**src/rtl/delay_pipe_arbiter.sv**
```systemverilog
// delay_pipe_arbiter
//   Round-robin arbiter that feeds a fixed-latency pipeline of Depth stages.
//   A granted request enters stage 0. Each stage moves one step per cycle
//   and reaches the output Depth cycles later. Empty stages (bubbles) are
//   never removed. If the output stage is valid and downstream does not
//   accept it, the whole pipe holds and no new grant is given.
//
// Ports
//   clk_i        clock, rising edge
//   rst_i        asynchronous reset, active high
//   req_valid_i  [NumReq]            per-requester request valid
//   req_data_i   [NumReq*DataWidth]  per-requester payload, slot i at i*DataWidth
//   req_ready_o  [NumReq]            per-requester grant, one-hot or zero
//   rsp_valid_o                      output stage holds a valid entry
//   rsp_id_o     [IdWidth]           requester index of the output entry
//   rsp_data_o   [DataWidth]         payload of the output entry
//   rsp_ready_i                      downstream accepts the output entry
//   inflight_o   [CntWidth]          number of valid entries in the pipe
module delay_pipe_arbiter #(
  parameter int NumReq    = 2,
  parameter int DataWidth = 8,
  parameter int Depth     = 3,
  localparam int IdWidth  = (NumReq > 1) ? $clog2(NumReq) : 1,
  localparam int CntWidth = $clog2(Depth + 1)
) (
  input  logic                        clk_i,
  input  logic                        rst_i,
  input  logic [NumReq-1:0]           req_valid_i,
  input  logic [NumReq*DataWidth-1:0] req_data_i,
  output logic [NumReq-1:0]           req_ready_o,
  output logic                        rsp_valid_o,
  output logic [IdWidth-1:0]          rsp_id_o,
  output logic [DataWidth-1:0]        rsp_data_o,
  input  logic                        rsp_ready_i,
  output logic [CntWidth-1:0]         inflight_o
);

  logic [Depth-1:0]                valid_q;
  logic [Depth-1:0][IdWidth-1:0]   id_q;
  logic [Depth-1:0][DataWidth-1:0] data_q;
  logic [IdWidth-1:0]              ptr_q;
  logic [CntWidth-1:0]             inflight_q;

  logic                 stall;
  logic                 xfer_in;
  logic                 xfer_out;
  logic [NumReq-1:0]    grant;
  logic [IdWidth-1:0]   grant_id;
  logic [DataWidth-1:0] grant_data;
  logic                 found;
  int                   idx;

  assign stall    = valid_q[Depth-1] & ~rsp_ready_i;
  assign xfer_in  = |grant;
  assign xfer_out = valid_q[Depth-1] & rsp_ready_i;

  // Search from ptr upward with wrap-around; first valid requester wins.
  // The grant is forced to zero during a stall and while reset is held.
  always_comb begin
    grant      = '0;
    grant_id   = '0;
    grant_data = '0;
    found      = 1'b0;
    idx        = 0;
    for (int k = 0; k < NumReq; k++) begin
      idx = int'(ptr_q) + k;
      if (idx >= NumReq) idx = idx - NumReq;
      if (!found && req_valid_i[idx]) begin
        found      = 1'b1;
        grant[idx] = 1'b1;
        grant_id   = IdWidth'(idx);
        grant_data = req_data_i[idx*DataWidth +: DataWidth];
      end
    end
    if (stall || rst_i) grant = '0;
  end

  always_ff @(posedge clk_i or posedge rst_i) begin
    if (rst_i) begin
      valid_q    <= '0;
      id_q       <= '0;
      data_q     <= '0;
      ptr_q      <= '0;
      inflight_q <= '0;
    end else begin
      if (!stall) begin
        for (int k = Depth - 1; k > 0; k--) begin
          valid_q[k] <= valid_q[k-1];
          id_q[k]    <= id_q[k-1];
          data_q[k]  <= data_q[k-1];
        end
        valid_q[0] <= xfer_in;
        id_q[0]    <= grant_id;
        data_q[0]  <= grant_data;
      end
      if (xfer_in) begin
        ptr_q <= (grant_id == IdWidth'(NumReq - 1)) ? '0 : grant_id + IdWidth'(1);
      end
      // Tracks the popcount of valid_q without an adder tree.
      if (xfer_in && !xfer_out) begin
        inflight_q <= inflight_q + CntWidth'(1);
      end else if (!xfer_in && xfer_out) begin
        inflight_q <= inflight_q - CntWidth'(1);
      end
    end
  end

  assign req_ready_o = grant;
  assign rsp_valid_o = valid_q[Depth-1];
  assign rsp_id_o    = id_q[Depth-1];
  assign rsp_data_o  = data_q[Depth-1];
  assign inflight_o  = inflight_q;

endmodule
```
**config.mk**
```make
export PLATFORM = sky130hd
export DESIGN_NAME = delay_pipe_arbiter
export DESIGN_NICKNAME = d
export VERILOG_FILES = /design/src/rtl/delay_pipe_arbiter.sv
export SDC_FILE = /design/constraint.sdc
export NUM_CORES = 1
export LEC_CHECK = 0
export CORE_MARGIN = 10
export CORE_UTILIZATION = 45
export CTS_CLUSTER_DIAMETER = 80
export DETAILED_ROUTE_END_ITERATION = 12
export MAX_ROUTING_LAYER = met4
export PLACE_DENSITY = 0.73
export SLEW_MARGIN = 20
export SYNTH_ARGS = -nofsm -noshare
export SYNTH_HDL_FRONTEND = slang
export SYNTH_SLANG_ARGS = --single-unit
```
**constraint.sdc**
```tcl
create_clock -name clk_i -period 1.89 [get_ports clk_i]
set_input_delay 0.378 -clock clk_i [delete_from_list [all_inputs] [get_ports clk_i]]
set_output_delay 0.378 -clock clk_i [all_outputs]
set_load 0.05 [all_outputs]
```
==> impl_metrics.tcl <==
set metrics [dict create \
    netlist_area_mm2 0.001460 \
    tightest_slew_ns 0.5101 \
    avgRoutedWirePerCell_um 13.40 \
    clockPowerShare_pct 18.7 \
    fmaxAchievable_mhz 528.9 \
    p_sw_share_pct 41.01 \
    drive_gt1_share_pct 17.86 \
    clock-sinks 33 \
    dpl.hpwl_um 2398 \
    cts_root_buf "clkbuf_4" \
    yosysTopAreaCell "dfrtp_1" \
    htree_levels 2 \
    post-route-min-period_ns 1.891 \
    fin_ws_ns -0.0007341 \
    yosysMostFrequentCell "nand2_1" \
    skew_ns 0.004491 \
    ys.flop_type "dfrtp_1" \
    cts_buffer_depth 2 \
    antenna_found_initial 0 \
    place_congestion 0.8525 \
    p_per_area_mw_per_mm2 1499 \
    tritoncts "done" \
    vias 1160 \
    path_clk_slew_ns 0.10 \
    io_pins 35 \
    grt_pass1_vias 1164 \
    worstPathRequired_ns 2.10 \
    p_switching_uw 1186 \
    cp-end-kind "register" \
    slew_headroom_pct 65.94 \
    ys_seq_area_share_pct 56.56 \
    critPathArrivalTime_ns 2.10 \
    grt-ovfl-total 0 \
    critPathSlowestCell "clkdlybuf4s50_1" \
    viasPerCell 4.833 \
    gr-usage-all-layers_pct 11.44 \
    p_total_uw 2892 \
    synth.ff_latch_count 33 \
    die_w_um 76.96 \
    numCtsBuffers 5 \
    ys_top_cells_by_area "dfrtp_1 (57%), nand2_1 (17%), buf_4 (5.1%), nand3_1 (4.8%), nand4_1 (3.0%)" \
    synthToLayoutAreaGrowth_pct 32.13 \
    routed_wl_um 3216 \
    finalSetupViolations 1 \
    hold_path_class "input port to async pin" \
    hold_viol_final 0 \
    dr.first_iter.drc_count 78 \
    critPathMaxStageDelay_ns 0.50 \
    start_kind "input port" \
    num_rows 20 \
    antenna_left 0 \
    seqPwrFrac_pct 38.9 \
    drcViolationCount 0 \
    syn-num-nets 182 \
    crit_family "buffers and inverters" \
    core_mm2 0.003078 \
    async_flop_share_pct 100.0 \
    power_frac_comb_pct 42.4 \
    ctsHoldBuffers 0 \
    synth.distinct_cells 22 \
    synth-edff-count 0 \
    synth.avg_cell_area_um2 9.126 \
    status "finished, violations left" \
    synthTopCellsByCount "nand2_1 (67), dfrtp_1 (33), nand3_1 (14)" \
    dr.pass1.iters 4 \
    critical_path_class "input port to register" \
    path_cells "clkdlybuf4s50_1 > and2b_2 > buf_4 > nor3_2 > ha_1 > xor2_1 > nor2_1 > xor2_1" \
    violations "negative setup slack" \
    peakVddDrop_mv 0.7585 \
    worstSkewPairLatency_ns 0.32 \
    dieArea_mm2 0.005923 \
    rsz0062_at_grt "false" \
    worst-path-buf-inv 2 \
    maxSlewViolCount 0 \
    die_h_um 76.96 \
    intPower_uw 1706 \
    start_util_pct 47.44 \
    io_buffers 34 \
    grt_pass1_wl_um 5485 \
    grt_max_degree 39 \
    antenna_cells 0 \
    synth_top_area_share_pct 56.56 \
    synth_warnings 0 \
    tns_ns -0.0007341 \
    drv_cap 0 \
    syn-instance-count 160 \
    period_share_pct 100.0 \
    p_leak_uw 0.0009982 \
    crit_top_cell "xor2_1" \
    crit_fanout 3 \
    fin_nets 217 \
]
==> layout make-up <==
type	instances	area [um2]
Fill cell	275	1149
Clock buffer	7	55.05
Clock inverter	1	30.03
Inverter	1	7.507
Sequential cell	33	825.8
Timing Repair Buffer	45	427.9
Tap cell	44	55.05
Multi-Input combinational cell	109	528.0
==> state kept, by name (all words and copies together), names as in the netlist <==
signal and cells:
id_q 2, rsp_id_o 1, data_q 16, rsp_data_o 8, ptr_q 1, valid_q 3
inflight_o 2
==> power groups by stage <==
stage	clock, uW	sequential (uW)	combinational (uW)
3_5_place_dp	0	1140	1230
3_3_place_gp	0	1130	1200
6_report	541	1120	1230
4_1_cts	558	1130	1240
5_1_grt	607	1160	1320
2_1_floorplan	0	1250	830
==> per-layer routing <==
metal	vias up	GRT usage (%)	part of all wire [%]
met5	-	-	0
met4	0	2.788	0.25
met3	2	4.779	6.5
met2	38	19.31	50
met1	538	12.15	43
li1	582	-	-
==> worst register-to-register path, cell delays in order (launching register included) <==
cell	delay, ns
dfrtp_1	0.43
and2b_2	0.24
buf_4	0.15
nor3_2	0.23
ha_1	0.22
xor2_1	0.16
nor2_1	0.07
xor2_1	0.13
==> per-stage QoR <==
| stage | hold WS (ns) | area [um2] | setup slack (ns) | instances | util, % |
|---|---|---|---|---|---|
| 2_1_floorplan | 0.3237 | 1470 | 0.03166 | 160 | - |
| 3_3_place_gp | 0.4445 | 1826 | -0.04184 | 231 | 59.31 |
| 3_5_place_dp | 0.4530 | 1826 | -0.1791 | 231 | 59.31 |
| 4_1_cts | 0.4777 | 1919 | 0.007123 | 240 | 62.36 |
| 5_1_grt | 0.1551 | 1929 | 0.001184 | 240 | 62.68 |
| 6_report | 0.1974 | 1929 | -0.0007341 | 240 | 62.68 |
==> what timing repair did <==
item,4_1_cts,5_1_grt
setup buffers,1,0
gates cloned,0,0
gates resized for setup,1,4
pin swaps,0,1
endpoints found under the setup margin,1,4
hold endpoints to repair,0,0
==> path summary, 6_finish.rpt <==
| path | cells past startpoint | start | slack, ns | end |
|---|---|---|---|---|
| worst min-delay path | 3 | rst_i | 0.20 | data_q[6] |
| worst max register to register | 7 | valid_q[2] | 0.15 | inflight_o[1] |
| min in group clk_i | 2 | rsp_data_o[1] | 0.47 | rsp_data_o[1] |
| worst min register to register | 2 | rsp_data_o[1] | 0.47 | rsp_data_o[1] |
| worst max-delay path | 8 | rsp_ready_i | -0.0007 | inflight_o[1] |
| max in group asynchronous | 4 | rst_i | 1.17 | rsp_data_o[4] |
==> cells in the final DEF, fill, tap and decap left out, types with 2 or more instances in the layout <==
master and instances:
dfrtp_1 33, dlymetal6s2s_1 4, nor2_1 3, nand2b_1 3, xor2_1 2, clkdlybuf4s50_1 18, buf_12 2, nand3_1 14
clkbuf_4 5, buf_4 21, nand2_1 67, nand4_1 7
==> cells by family (layout without fill, tap and decap cells) <==
logic type	Yosys count	in the layout	share of synthesized area, %
and+or+nand+nor	98	98	29.39
DFF	33	33	56.56
buffers and inverters	18	54	7.797
AOI/OAI and AO/OA	7	7	3.599
xor gates and xnor gates	3	3	1.800
adders and majority gates	1	1	0.8568
Note: power is estimated with default switching activity, not from simulation.
